**config.mk**
```make
export PLATFORM = sky130hd
export DESIGN_NAME = pipelined_control_unit
export DESIGN_NICKNAME = d
export VERILOG_FILES = /design/src/rtl/pipelined_control_unit.sv
export SDC_FILE = /design/constraint.sdc
export NUM_CORES = 1
export LEC_CHECK = 0
export BUFFER_PORTS_ARGS = -buffer_cell sky130_fd_sc_hd__buf_2
export CAP_MARGIN = 20
export CORE_MARGIN = 5
export CORE_UTILIZATION = 47
export CTS_CLUSTER_SIZE = 14
export DETAILED_ROUTE_END_ITERATION = 8
export PLACE_DENSITY = 0.9
export REMOVE_ABC_BUFFERS = 1
export SLEW_MARGIN = 40
export SYNTH_ARGS = -nofsm -noshare
export SYNTH_HDL_FRONTEND = slang
export SYNTH_SLANG_ARGS = --single-unit
```
**constraint.sdc**
```tcl
create_clock -name clk -period 2 [get_ports clk]
set_input_delay 0.3 -clock clk [delete_from_list [all_inputs] [get_ports clk]]
set_output_delay 0.3 -clock clk [all_outputs]
set_load 0.01 [all_outputs]
```
**src/rtl/pipelined_control_unit.sv**
```systemverilog
// Pipelined main decoder: decodes the ID opcode into a control bundle and carries it
// through ID/EX, EX/MEM and MEM/WB, with load-use stall, flush and illegal-opcode tracking.
module pipelined_control_unit #(
  parameter int REG_ADDR_W   = 5,
  parameter bit SUPPORT_JUMP = 1'b1,
  parameter int ILL_CNT_W    = 8
) (
  input  logic                  clk,
  input  logic                  rst,
  input  logic                  id_valid,
  input  logic [6:0]            opcode,
  input  logic [REG_ADDR_W-1:0] rs1,
  input  logic [REG_ADDR_W-1:0] rs2,
  input  logic [REG_ADDR_W-1:0] rd,
  input  logic                  flush,
  output logic                  stall,
  output logic                  ex_valid,
  output logic [8:0]            ex_ctrl,
  output logic [REG_ADDR_W-1:0] ex_rd,
  output logic [3:0]            mem_ctrl,
  output logic [REG_ADDR_W-1:0] mem_rd,
  output logic [1:0]            wb_ctrl,
  output logic [REG_ADDR_W-1:0] wb_rd,
  output logic                  illegal_seen,
  output logic [ILL_CNT_W-1:0]  illegal_count
);

  logic [1:0] alu_op;
  logic       jump, branch, alu_src, mem_to_reg, mem_write, mem_read, reg_write;
  logic       uses_rs1, uses_rs2, illegal;
  logic [8:0] dec_ctrl;
  logic       accept;

  always_comb begin
    alu_op     = 2'b00;
    jump       = 1'b0;
    branch     = 1'b0;
    alu_src    = 1'b0;
    mem_to_reg = 1'b0;
    mem_write  = 1'b0;
    mem_read   = 1'b0;
    reg_write  = 1'b0;
    uses_rs1   = 1'b0;
    uses_rs2   = 1'b0;
    illegal    = 1'b0;
    case (opcode)
      7'b0110011: begin alu_op = 2'b10; reg_write = 1'b1; uses_rs1 = 1'b1; uses_rs2 = 1'b1; end
      7'b0010011: begin alu_op = 2'b10; alu_src = 1'b1; reg_write = 1'b1; uses_rs1 = 1'b1; end
      7'b0000011: begin
        alu_src = 1'b1; mem_to_reg = 1'b1; reg_write = 1'b1; mem_read = 1'b1; uses_rs1 = 1'b1;
      end
      7'b0100011: begin alu_src = 1'b1; mem_write = 1'b1; uses_rs1 = 1'b1; uses_rs2 = 1'b1; end
      7'b1100011: begin alu_op = 2'b11; branch = 1'b1; uses_rs1 = 1'b1; uses_rs2 = 1'b1; end
      7'b1101111: begin
        if (SUPPORT_JUMP) begin jump = 1'b1; reg_write = 1'b1; end
        else illegal = 1'b1;
      end
      7'b1100111: begin
        if (SUPPORT_JUMP) begin jump = 1'b1; alu_src = 1'b1; reg_write = 1'b1; uses_rs1 = 1'b1; end
        else illegal = 1'b1;
      end
      7'b0110111: begin
        if (SUPPORT_JUMP) begin alu_src = 1'b1; reg_write = 1'b1; end
        else illegal = 1'b1;
      end
      default: illegal = 1'b1;
    endcase
  end

  // x0 is never a real write target, so RegWrite is dropped at decode.
  assign dec_ctrl = {alu_op, jump, branch, alu_src, mem_to_reg, mem_write, mem_read,
                     reg_write && (rd != '0)};

  assign stall = !flush && id_valid && ex_valid && ex_ctrl[1] && (ex_rd != '0) &&
                 ((uses_rs1 && (rs1 == ex_rd)) || (uses_rs2 && (rs2 == ex_rd)));

  assign accept = id_valid && !flush && !stall;

  always_ff @(posedge clk or posedge rst) begin
    if (rst) begin
      ex_valid <= 1'b0;
      ex_ctrl  <= '0;
      ex_rd    <= '0;
    end else if (accept) begin
      ex_valid <= 1'b1;
      ex_ctrl  <= dec_ctrl;
      ex_rd    <= rd;
    end else begin
      ex_valid <= 1'b0;
      ex_ctrl  <= '0;
      ex_rd    <= '0;
    end
  end

  always_ff @(posedge clk or posedge rst) begin
    if (rst) begin
      mem_ctrl <= '0;
      mem_rd   <= '0;
      wb_ctrl  <= '0;
      wb_rd    <= '0;
    end else begin
      mem_ctrl <= ex_ctrl[3:0];
      mem_rd   <= ex_rd;
      wb_ctrl  <= {mem_ctrl[3], mem_ctrl[0]};
      wb_rd    <= mem_rd;
    end
  end

  always_ff @(posedge clk or posedge rst) begin
    if (rst) begin
      illegal_seen  <= 1'b0;
      illegal_count <= '0;
    end else if (accept && illegal) begin
      illegal_seen <= 1'b1;
      if (illegal_count != '1) illegal_count <= illegal_count + 1'b1;
    end
  end

endmodule

```
==> metrics, run 1 <==
H-tree depth reported by CTS 2; n_diodes 0; Setup CP Type flop to output pin; PnR worst setup slack -181 ps; CORE AREA 3360 sq um; Fin. Hold Viols 0; register area share after synthesis 56.5%; number of flops mapped to enable cells by yosys 0; DR vias/cell 5.25; Worst setup SP type flop; post-synthesis cell type count 43; count leader, synth dfrtp_1; Cells after DPL 237; CTS tree built; top cells by area, synth dfrtp_1 56%, xnor2_1 6.9%, nor3b_2 3.8%; peak supply drop roughly 0.76 mV; clk root buf clkbuf_4; critical path arrival 1880 ps; Iteration-0 DRC Markers 58; Hold-fix buffers, CTS 0; Synth warnings 0; Yosys reg bits 37; largest net degree at the start of global routing 38; f_max between 400 and 500 MHz; io pins 67; gr usage total 16.9%; synth cell count leaders 37 x dfrtp_1, 13 x xnor2_1, 8 x nand2_1, 5 x nand4_1, 5 x nor3b_2; first-pass GRT wire length 6420 um; most area-hungry cell type in the Yosys netlist dfrtp_1; Final Non-Filler Cells approximately 250; Layout fillers approximately 260; Worst Path Max Fanout 3; Syn-to-layout area delta 36.0%; Yosys top cell area share 56.5%; worst skew pair latency 340 ps; clk buf depth 2; normalized max-slew margin a little over two thirds; total grt overflow 0; Initial DRT Pass Iterations 4; FP Rows 21; Clock Pin Slew Worst Setup and Hold Paths 120 ps; initial antenna violation count 0; synthesized cell area around 1600 sq um; RSZ-0062 raised after global routing true; LEAKAGE approximately 1.1 nW; chip width 69.1 um; Num CTS Buffers 5; die span in y between 60 and 70 um; synthesized area per cell 12.7 sq um; P per Cell Area about 840 nW/um^2; Period Utilization, post-route 109%; CP Capture Type output pin; clock sink total 37; Post-Route Skew 13.7 ps; Final min period about 2200 ps; area of the die about 4800 sq um; remaining antenna violation count 0; Buffers on Ports 66; Starting Density 48.7%; cells on worst reg2reg path 5; vias in the first global route 1,305; Max Cap Viol 0; Final setup violation count 1; gpl congestion between 0.8 and 0.9; HPWL after DPL approximately 3000 um; main flop type after synthesis dfrtp_1; final core occ 66.3%; Routed WL 4060 um; DRC Markers 0; Worst Hold Slack roughly 44 ps; Mapped Cells 129; WP data required 1700 ps; failing checks negative setup slack; total number of vias 1,323; Nets 232; fraction of layout cells with a size suffix above 1 52.9%; status complete, but fails checks; WL/cell 16.1 um; Final Slew Violations 0; worst slew pin tran 454 ps; HP Class input port to asynchronous set/reset pin; asr flop ratio synth between 90% and 100%
==> placed cells by master (no fill, tap or decap), types with 2 or more instances in the layout <==
| master | count |
|---|---|
| xnor2_1 | 11 |
| or4_4 | 2 |
| xnor2_2 | 3 |
| buf_4 | 8 |
| nand4_1 | 5 |
| buf_6 | 3 |
| clkbuf_4 | 5 |
| nor2_1 | 3 |
| bufinv_16 | 2 |
| nor4_1 | 4 |
| dfrtp_2 | 2 |
| nand2_1 | 8 |
| nor3b_2 | 5 |
| and2b_1 | 2 |
| and3b_1 | 2 |
| buf_2 | 65 |
| nand2b_1 | 4 |
| inv_1 | 2 |
| dfrtp_1 | 35 |
| o21bai_1 | 2 |
| nor3_2 | 2 |
| a21oi_1 | 3 |
| nand3_1 | 3 |
| xor2_1 | 2 |
==> worst paths after layout <==
kind,start,endpoint,slack [ps]
setup / recovery,ex_rd[1],stall,-180
hold / removal,rst,ex_ctrl[2],40
setup reg to reg,ex_rd[1],ex_ctrl[0],40
hold reg to reg,mem_rd[0],wb_rd[0],380
max in group asynchronous,rst,ex_rd[3],1620
min in group clk,rd[1],ex_rd[1],210
==> power breakdown <==
group | switching [W] | internal [W]
Sequential | 0.0000868 | 0.000813
Clock | 0.000242 | 0.000387
Combinational | 0.000175 | 0.000170
Total | 0.000504 | 0.00137
==> stage by stage <==
stage / total power [W] / setup WS (ps) / area (sq um) / TNS (ps)
finish: 0.00187 / -181 / 2230 / -181
global route: 0.00196 / -306 / 2230 / -306
CTS: 0.00187 / -167 / 2160 / -167
detailed placement: 0.00125 / 157 / 2000 / 0
global placement: 0.00123 / 165 / 2000 / 0
floorplan: 0.00109 / 150 / 1590 / 0
==> repair_timing <==
item,CTS,global route
gates resized for setup,4,10
pin swaps,1,4
setup buffers,5,3
endpoints found under the setup margin,1,4
gates cloned,0,0
==> cell families (layout without fill, tap and decap cells) <==
family | count (synthesis) | count (layout) | share of synthesized area, %
simple gates | 48 | 48 | 21.4
flops | 37 | 37 | 56.5
compound gates | 14 | 14 | 6.34
buf+inv | 10 | 87 | 3.74
xor+xnor | 16 | 16 | 9.01
fa+ha+maj | 1 | 1 | 0.763
mux | 3 | 3 | 2.29
==> worst max-delay path: stages, from the launching register on <==
cell,delay (ps)
dfrtp_1,430
or4_4,550
o2111a_2,280
and2b_1,170
buf_6,120
==> layout make-up <==
| type | count | area [sq um] | share of cell area, % |
|---|---|---|---|
| Multi-Input combinational cell | 82 | 698 | 31.3 |
| Tap cell | 46 | 57.6 | 2.58 |
| Inverter | 2 | 7.51 | 0.337 |
| Clock inverter | 3 | 65.1 | 2.92 |
| Sequential cell | 37 | 928 | 41.7 |
| Clock buffer | 5 | 37.5 | 1.68 |
| Timing Repair Buffer | 77 | 434 | 19.5 |
==> sequential cells by signal (all words and copies together) (netlist names) <==
| register | flops |
|---|---|
| ex_ctrl | 7 |
| ex_rd | 5 |
| ex_valid | 1 |
| illegal_count | 8 |
| illegal_seen | 1 |
| mem_ctrl | 3 |
| mem_rd | 5 |
| wb_ctrl | 2 |
| wb_rd | 5 |
==> layer usage <==
layer | routed length, um | part of all wire [%] | GRT usage [%] | vias up
li1 | - | - | - | 606
met3 | 247 | 6.1 | 5.52 | 13
met2 | 2120 | 52 | 29.1 | 54
met1 | 1550 | 38 | 18.5 | 650
met5 | 0 | 0 | 0 | -
met4 | 144 | 3.6 | 8.24 | 0
No activity file was read; power rests on OpenSTA's default activity.
==> run 2, diff against run 1 <==
--- a/config.mk
+++ b/config.mk
@@ -5,13 +5,14 @@
 export SDC_FILE = /design/constraint.sdc
 export NUM_CORES = 1
 export LEC_CHECK = 0
+export ABC_AREA = 1
 export BUFFER_PORTS_ARGS = -buffer_cell sky130_fd_sc_hd__buf_2
-export CAP_MARGIN = 20
+export CAP_MARGIN = 30
 export CORE_MARGIN = 5
-export CORE_UTILIZATION = 47
+export CORE_UTILIZATION = 48
 export CTS_CLUSTER_SIZE = 14
 export DETAILED_ROUTE_END_ITERATION = 8
-export PLACE_DENSITY = 0.9
+export PLACE_DENSITY = 0.91
 export REMOVE_ABC_BUFFERS = 1
 export SLEW_MARGIN = 40
 export SYNTH_ARGS = -nofsm -noshare
==> run 2 against run 1 <==
The flow now finishes without violations. Count of clock-buffer cells in the layout rose by 2. Die area rose by 4.3%. Sequential share of layout area fell by 0.56 points. Synthesized area rose by 7.3%. Power fell by 11%. Global-route usage barely moved. Sequential cell count did not move. Highest routed layer unchanged.
==> metrics, run 2 <==
CTS tree built (unchanged); clk root buf clkbuf_8 (was clkbuf_4); Final Power 0.00167 W (was 0.00187 W); most area-hungry cell type in the Yosys netlist dfrtp_1 (unchanged); RSZ-0062 raised after global routing false (was true); worst skew pair latency 280 ps (was 340 ps); HP Class input port to asynchronous set/reset pin (unchanged); Setup CP Type flop to output pin (unchanged); DR vias/cell 4.83 (was 5.25); status finished clean (was complete, but fails checks); Layout fillers 288 (was 261); Period Utilization, post-route 92.8% (was 109%); FP Rows 22 (was 21); asr flop ratio synth 100% (unchanged); clk buf depth 2 (unchanged); gr usage total 16.9% (about the same); critical path arrival 1560 ps (was 1880 ps); setup TNS 0 ps (was -181 ps); clock sink total 37 (unchanged); synth cell count leaders 43 x nand2_1, 37 x dfrtp_1, 30 x inv_1, 21 x nor2_1, 14 x nand3_1 (was 37 x dfrtp_1, 13 x xnor2_1, 8 x nand2_1, 5 x nand4_1, 5 x nor3b_2); R2R setup slack 260 ps (was 40 ps); Yosys reg bits 37 (unchanged); commonest non-fill, non-tap cell in the layout buf_2 (unchanged); io pins 67 (unchanged); Mapped Cells 198 (was 129); CP cell instances inv_1 > nand2_1 > nand2_1 > nor4b_2 > nand4_1 > a21oi_2 > buf_2 (was or4_4 > o2111a_2 > and2b_1 > buf_6); Worst Path Max Fanout 4 (was 3); count leader, synth nand2_1 (was dfrtp_1); Syn-to-layout area delta 28.8% (was 36.0%); CP Capture Type output pin (unchanged); total grt overflow 0 (unchanged); Starting Density 48.8% (was 48.7%); Most common cell on crit path nand2_1; fraction of layout cells with a size suffix above 1 36.8% (was 52.9%); Clock Pin Slew Worst Setup and Hold Paths 60 ps (was 120 ps); number of flops mapped to enable cells by yosys 0 (unchanged); total number of vias 1,545 (was 1,323); post-synthesis cell type count 28 (was 43); FF-to-FF End illegal_count[5] (was ex_ctrl[0]); f_max 539 MHz (was 458 MHz); LEAKAGE 1.31 nW (was 1.13 nW); HPWL after DPL 3030 um (was 2960 um); Max stage delay cell, worst path dfrtp_2 (was or4_4); vias in the first global route 1,494 (was 1,305); Routed WL 3830 um (was 4060 um); Yosys top cell area share 52.7% (was 56.5%); WL/cell 12.0 um (was 16.1 um); Final setup violation count 0 (was 1); max reg flops 8 (unchanged); Synth warnings 0 (unchanged); DP Worst Slack 230 ps (was 157 ps); Final min period 1860 ps (was 2180 ps); synthesized cell area 1760 sq um (was 1640 sq um); Hold-fix buffers, CTS 0 (unchanged); Max Cap Viol 0 (unchanged); Initial DRT Pass Iterations 4 (unchanged); Worst setup SP type flop (unchanged); remaining antenna violation count 0 (unchanged); DRC Markers 0 (unchanged); die span in y 70.5 um (was 69.1 um); Worst Hold Slack 115 ps (was 44.0 ps); n_diodes 0 (unchanged); worst slew pin tran 442 ps (was 454 ps); Post-Route Skew 5.04 ps (was 13.7 ps); PnR worst setup slack 144 ps (was -181 ps); largest registers illegal_count: 8 flops, ex_ctrl: 7 flops (unchanged); register area share after synthesis 52.7% (was 56.5%); Buffers on Ports 66 (unchanged); Iteration-0 DRC Markers 96 (was 58); first-pass GRT wire length 6600 um (was 6420 um); synthesized area per cell 8.88 sq um (was 12.7 sq um); main flop type after synthesis dfrtp_1 (unchanged); initial antenna violation count 0 (unchanged); top cells by area, synth dfrtp_1 53%, nand2_1 9.2%, inv_1 6.4% (was dfrtp_1 56%, xnor2_1 6.9%, nor3b_2 3.8%); final core occ 62.8% (was 66.3%); cells on worst reg2reg path 7 (was 5); Largest Register illegal_count (unchanged); largest net degree at the start of global routing 38 (unchanged); area of the die 4970 sq um (was 4770 sq um); Largest stage delay, worst path 400 ps (was 550 ps); commonest cells after routing, fill and taps aside 66 x buf_2, 43 x nand2_1, 33 x dfrtp_1 (was 65 x buf_2, 35 x dfrtp_1, 11 x xnor2_1); normalized max-slew margin 70.5% (was 69.7%); peak supply drop 0.289 mV (was 0.758 mV); chip width 70.5 um (was 69.1 um); Num CTS Buffers 5 (unchanged); H-tree depth reported by CTS 2 (unchanged); Reg2Reg Launch Point illegal_count[0] (was ex_rd[1]); P per Cell Area 736 nW/um^2 (was 841 nW/um^2); WP data required 1700 ps (about the same); CORE AREA 3610 sq um (was 3360 sq um); gpl congestion 0.950 (was 0.872); Nets 299 (was 232); Final Slew Violations 0 (unchanged); Fin. Hold Viols 0 (unchanged)
==> run 2: cell types whose count changed after synthesis, sizes merged, moves of 4 or more <==
cell / before / now
inv: 2 / 33
nand2: 8 / 48
nand2b: 4 / 0
nand3: 3 / 15
nand4: 5 / 14
nor2: 4 / 22
nor3b: 5 / 0
nor4: 5 / 1
xnor2: 14 / 7
==> run 2: kinds of logic (layout without fill, tap and decap cells) <==
| logic type | count (synthesis) | count (layout) | synth area share [%] |
|---|---|---|---|
| compound gates | 9 | 9 | 3.84 |
| simple gates | 105 | 105 | 29.5 |
| flops | 37 | 37 | 52.7 |
| buf+inv | 37 | 111 | 8.75 |
| fa+ha+maj | 1 | 1 | 0.712 |
| xor+xnor | 9 | 9 | 4.48 |
==> run 2: worst max-delay path: cells and delay by family (launching register included) <==
kind            cells  cell delay, ps
flops               1             400
buf+inv             2             200
compound gates      1             130
simple gates        4             550
==> run 2: worst max-delay path by stage <==
stage	end	startpoint	cells past startpoint
6_report	stall	ex_rd[0]	7
5_1_grt	stall	ex_rd[0]	7
4_1_cts	stall	ex_rd[3]	5
3_5_place_dp	ex_ctrl[8]	opcode[6]	9
3_3_place_gp	ex_ctrl[4]	opcode[6]	9
2_1_floorplan	stall	ex_rd[0]	6
==> run 2: power breakdown <==
part           total (W)  leakage [nW]  internal [W]  switching, W
Clock           0.000503        0.0443      0.000273      0.000230
Sequential      0.000866         0.491      0.000802     0.0000639
Combinational   0.000298         0.773      0.000130      0.000168
==> run 2: final cells by class <==
cell class                 instances  area (sq um)  area share, %
clock buffer                       7          86.3           3.81
inverter                          33           124           5.47
multi-input combinational        124           696           30.7
sequential                        37           931           41.1
tap                               48          60.1           2.65
timing repair buffer              71           368           16.2
==> run 2: timing repair <==
item / 4_1_cts / 5_1_grt
gates resized for setup: 0 / 7
setup endpoints to repair: 0 / 1
setup buffers: 0 / 2
==> run 2: per-layer routing <==
metal | vias to the layer above | track usage [%] | part of all wire (%)
met5 | - | 0 | 0
met4 | 0 | 8.30 | 2.4
met3 | 8 | 4.75 | 7.5
met2 | 57 | 27.0 | 47
met1 | 707 | 21.0 | 43
li1 | 773 | - | -
==> run 2: per-stage QoR <==
step	area, sq um	cells
final	2260	320
after global routing	2260	320
after CTS	2230	318
after detailed placement	2140	311
after global placement	2140	311
after floorplan	1730	194
==> run 3, diff against run 2 <==
--- a/config.mk
+++ b/config.mk
@@ -5,14 +5,13 @@
 export SDC_FILE = /design/constraint.sdc
 export NUM_CORES = 1
 export LEC_CHECK = 0
-export ABC_AREA = 1
 export BUFFER_PORTS_ARGS = -buffer_cell sky130_fd_sc_hd__buf_2
 export CAP_MARGIN = 30
 export CORE_MARGIN = 5
-export CORE_UTILIZATION = 48
+export CORE_UTILIZATION = 43
 export CTS_CLUSTER_SIZE = 14
 export DETAILED_ROUTE_END_ITERATION = 8
-export PLACE_DENSITY = 0.91
+export PLACE_DENSITY = 0.87
 export REMOVE_ABC_BUFFERS = 1
 export SLEW_MARGIN = 40
 export SYNTH_ARGS = -nofsm -noshare
==> constraint.sdc (replaced) <==
create_clock -name clk -period 1.6 [get_ports clk]
set_input_delay 0.24 -clock clk [delete_from_list [all_inputs] [get_ports clk]]
set_output_delay 0.24 -clock clk [all_outputs]
set_load 0.01 [all_outputs]
==> run 3 against run 2 <==
The run now ends with negative setup slack left. Worst hold slack lost 71 ps. Critical path depth shrank 3. Clock power grew 62%. Largest cell class unchanged.
==> metrics, run 3 (same netlist as run 1, synthesis figures left out) <==
Worst setup SP type flop (unchanged); CP Capture Type output pin (unchanged); Final min period a little over 2000 ps; CORE AREA 3690 sq um (was 3610 sq um); Post-Route Skew 7.97 ps (was 5.04 ps); Initial DRT Pass Iterations 4 (unchanged); Syn-to-layout area delta 48.6% (was 28.8%); Multi-input gate area 776 sq um (was 696 sq um); CP cell instances or4_1 > o2111a_2 > and2b_1 > buf_2 (was inv_1 > nand2_1 > nand2_1 > nor4b_2 > nand4_1 > a21oi_2 > buf_2); fraction of layout cells with a size suffix above 1 56.8% (was 36.8%); area of the die 5150 sq um (was 4970 sq um); clk root buf clkbuf_8 (unchanged); critical path arrival 1780 ps (was 1560 ps); commonest non-fill, non-tap cell in the layout buf_2 (unchanged); Max Cap Viol 0 (unchanged); Final Power 0.00244 W (was 0.00167 W); worst skew pair latency 290 ps (was 280 ps); commonest cells after routing, fill and taps aside 66 x buf_2, 37 x dfrtp_1, 20 x buf_4 (was 66 x buf_2, 43 x nand2_1, 33 x dfrtp_1); Final Slew Violations 0 (unchanged); total grt overflow 0 (unchanged); Routed WL 4010 um (was 3830 um); PnR worst setup slack -419 ps (was 144 ps); clk buf depth 2 (unchanged); remaining antenna violation count 0 (unchanged); die span in y 71.7 um (was 70.5 um); f_max about 500 MHz; n_diodes 0 (unchanged); Fin. Hold Viols 0 (unchanged); RSZ-0062 raised after global routing true (was false); largest registers illegal_count: 8 flops, ex_ctrl: 7 flops (unchanged); worst slew pin tran 459 ps (was 442 ps); Buffers on Ports 66 (unchanged); first-pass GRT wire length 6150 um (was 6600 um); gpl congestion 0.839 (was 0.950); Worst Path Max Fanout 4 (unchanged); WP data required 1360 ps (was 1700 ps); Max stage delay cell, worst path or4_1 (was dfrtp_2); clock sink total 37 (unchanged); chip width 71.7 um (was 70.5 um); LEAKAGE 1.23 nW (was 1.31 nW); Final setup violation count 14 (was 0); post-route cell area 2440 sq um (was 2260 sq um); CP startpoint ex_rd[3] (was ex_rd[0]); HP Class input port to asynchronous set/reset pin (unchanged); Worst Hold Slack 43.9 ps (was 115 ps); Iteration-0 DRC Markers 50 (was 96); initial antenna violation count 0 (unchanged); vias in the first global route 1,313 (was 1,494); WL/cell 15.0 um (was 12.0 um); total number of vias 1,340 (was 1,545); CTS tree built (unchanged); gr usage total 15.7% (was 16.9%); peak supply drop 0.790 mV (was 0.289 mV); status complete, but fails checks (was finished clean); Starting Density 44.4% (was 48.8%); Largest Register illegal_count (unchanged); H-tree depth reported by CTS 2 (unchanged); Reg2Reg Launch Point ex_rd[3] (was illegal_count[0]); flip-flop and latch area 926 sq um (was 931 sq um); max reg flops 8 (unchanged); Hold-fix buffers, CTS 0 (unchanged); io pins 67 (unchanged); Period Utilization, post-route 126%; DRC Markers 0 (unchanged); Largest stage delay, worst path 480 ps (was 400 ps); HPWL after DPL 2950 um (was 3030 um); Final Non-Filler Cells 268 (was 320); Setup CP Type flop to output pin (unchanged); DR vias/cell 5.00 (was 4.83); Clock Pin Slew Worst Setup and Hold Paths 80 ps (was 60 ps); failing checks negative setup slack; FP Rows 22 (unchanged); Placed Area 2160 sq um (was 2140 sq um); Layout fillers 282 (was 288); Nets 246 (was 299); P per Cell Area 1000 nW/um^2 (was 736 nW/um^2); normalized max-slew margin 69.4% (was 70.5%); largest net degree at the start of global routing 38 (unchanged); Num CTS Buffers 5 (unchanged); Cells after DPL 258 (was 311)
[run 3: repair_timing]
item                                    4_1_cts  5_1_grt
pin swaps                                     6        8
gates resized for setup                      11       12
endpoints found under the setup margin       12       15
setup buffers                                 1        1
[run 3: path summary, 6_finish.rpt]
| check | endpoint | slack, ps | cells after the start |
|---|---|---|---|
| max | stall | -420 | 4 |
| max reg2reg | ex_ctrl[4] | -340 | 6 |
| max in group asynchronous | mem_rd[1] | 1230 | 3 |
| min in group clk | ex_rd[4] | 210 | 2 |
| min reg2reg | mem_ctrl[2] | 370 | 0 |
| min | ex_rd[4] | 40 | 3 |
[run 3: layout make-up]
class | instances | share of cell area (%)
timing repair buffer | 91 | 22.8
multi-input combinational | 82 | 31.8
tap | 48 | 2.47
sequential | 37 | 38.0
clock inverter | 3 | 1.80
clock buffer | 5 | 2.82
inverter | 2 | 0.308
[run 3: routing by layer]
| layer | track usage, % | up-vias | part of all wire, % |
|---|---|---|---|
| li1 | - | 640 | - |
| met1 | 18.6 | 632 | 40 |
| met2 | 26.4 | 61 | 50 |
| met3 | 3.93 | 7 | 7.9 |
| met5 | 0 | - | 0 |
| met4 | 7.52 | 0 | 1.8 |
[run 3: per-stage QoR]
step | worst slack, ps | util, % | setup TNS (ps)
finish | -419 | 66.0 | -3000
global route | -509 | 66.0 | -4230
CTS | -407 | 63.7 | -1880
detailed placement | -164 | 58.6 | -923
global placement | -210 | 58.6 | -829
floorplan | -190 | - | -558
[run 3: where the power goes]
| group | internal [W] | switching, W | total (W) | leakage (nW) |
|---|---|---|---|---|
| sequential | 0.00102 | 0.0000938 | 0.00111 | 0.493 |
| clock | 0.000467 | 0.000347 | 0.000814 | 0.0585 |
| combinational | 0.000271 | 0.000247 | 0.000518 | 0.681 |
| total | 0.00175 | 0.000688 | 0.00244 | 1.23 |
[run 3: worst max-delay path: cells and delay by family, from the launching register on]
kind            cells  cell delay [ps]
flops               1              430
simple gates        2              650
compound gates      1              280
buf+inv             1              140
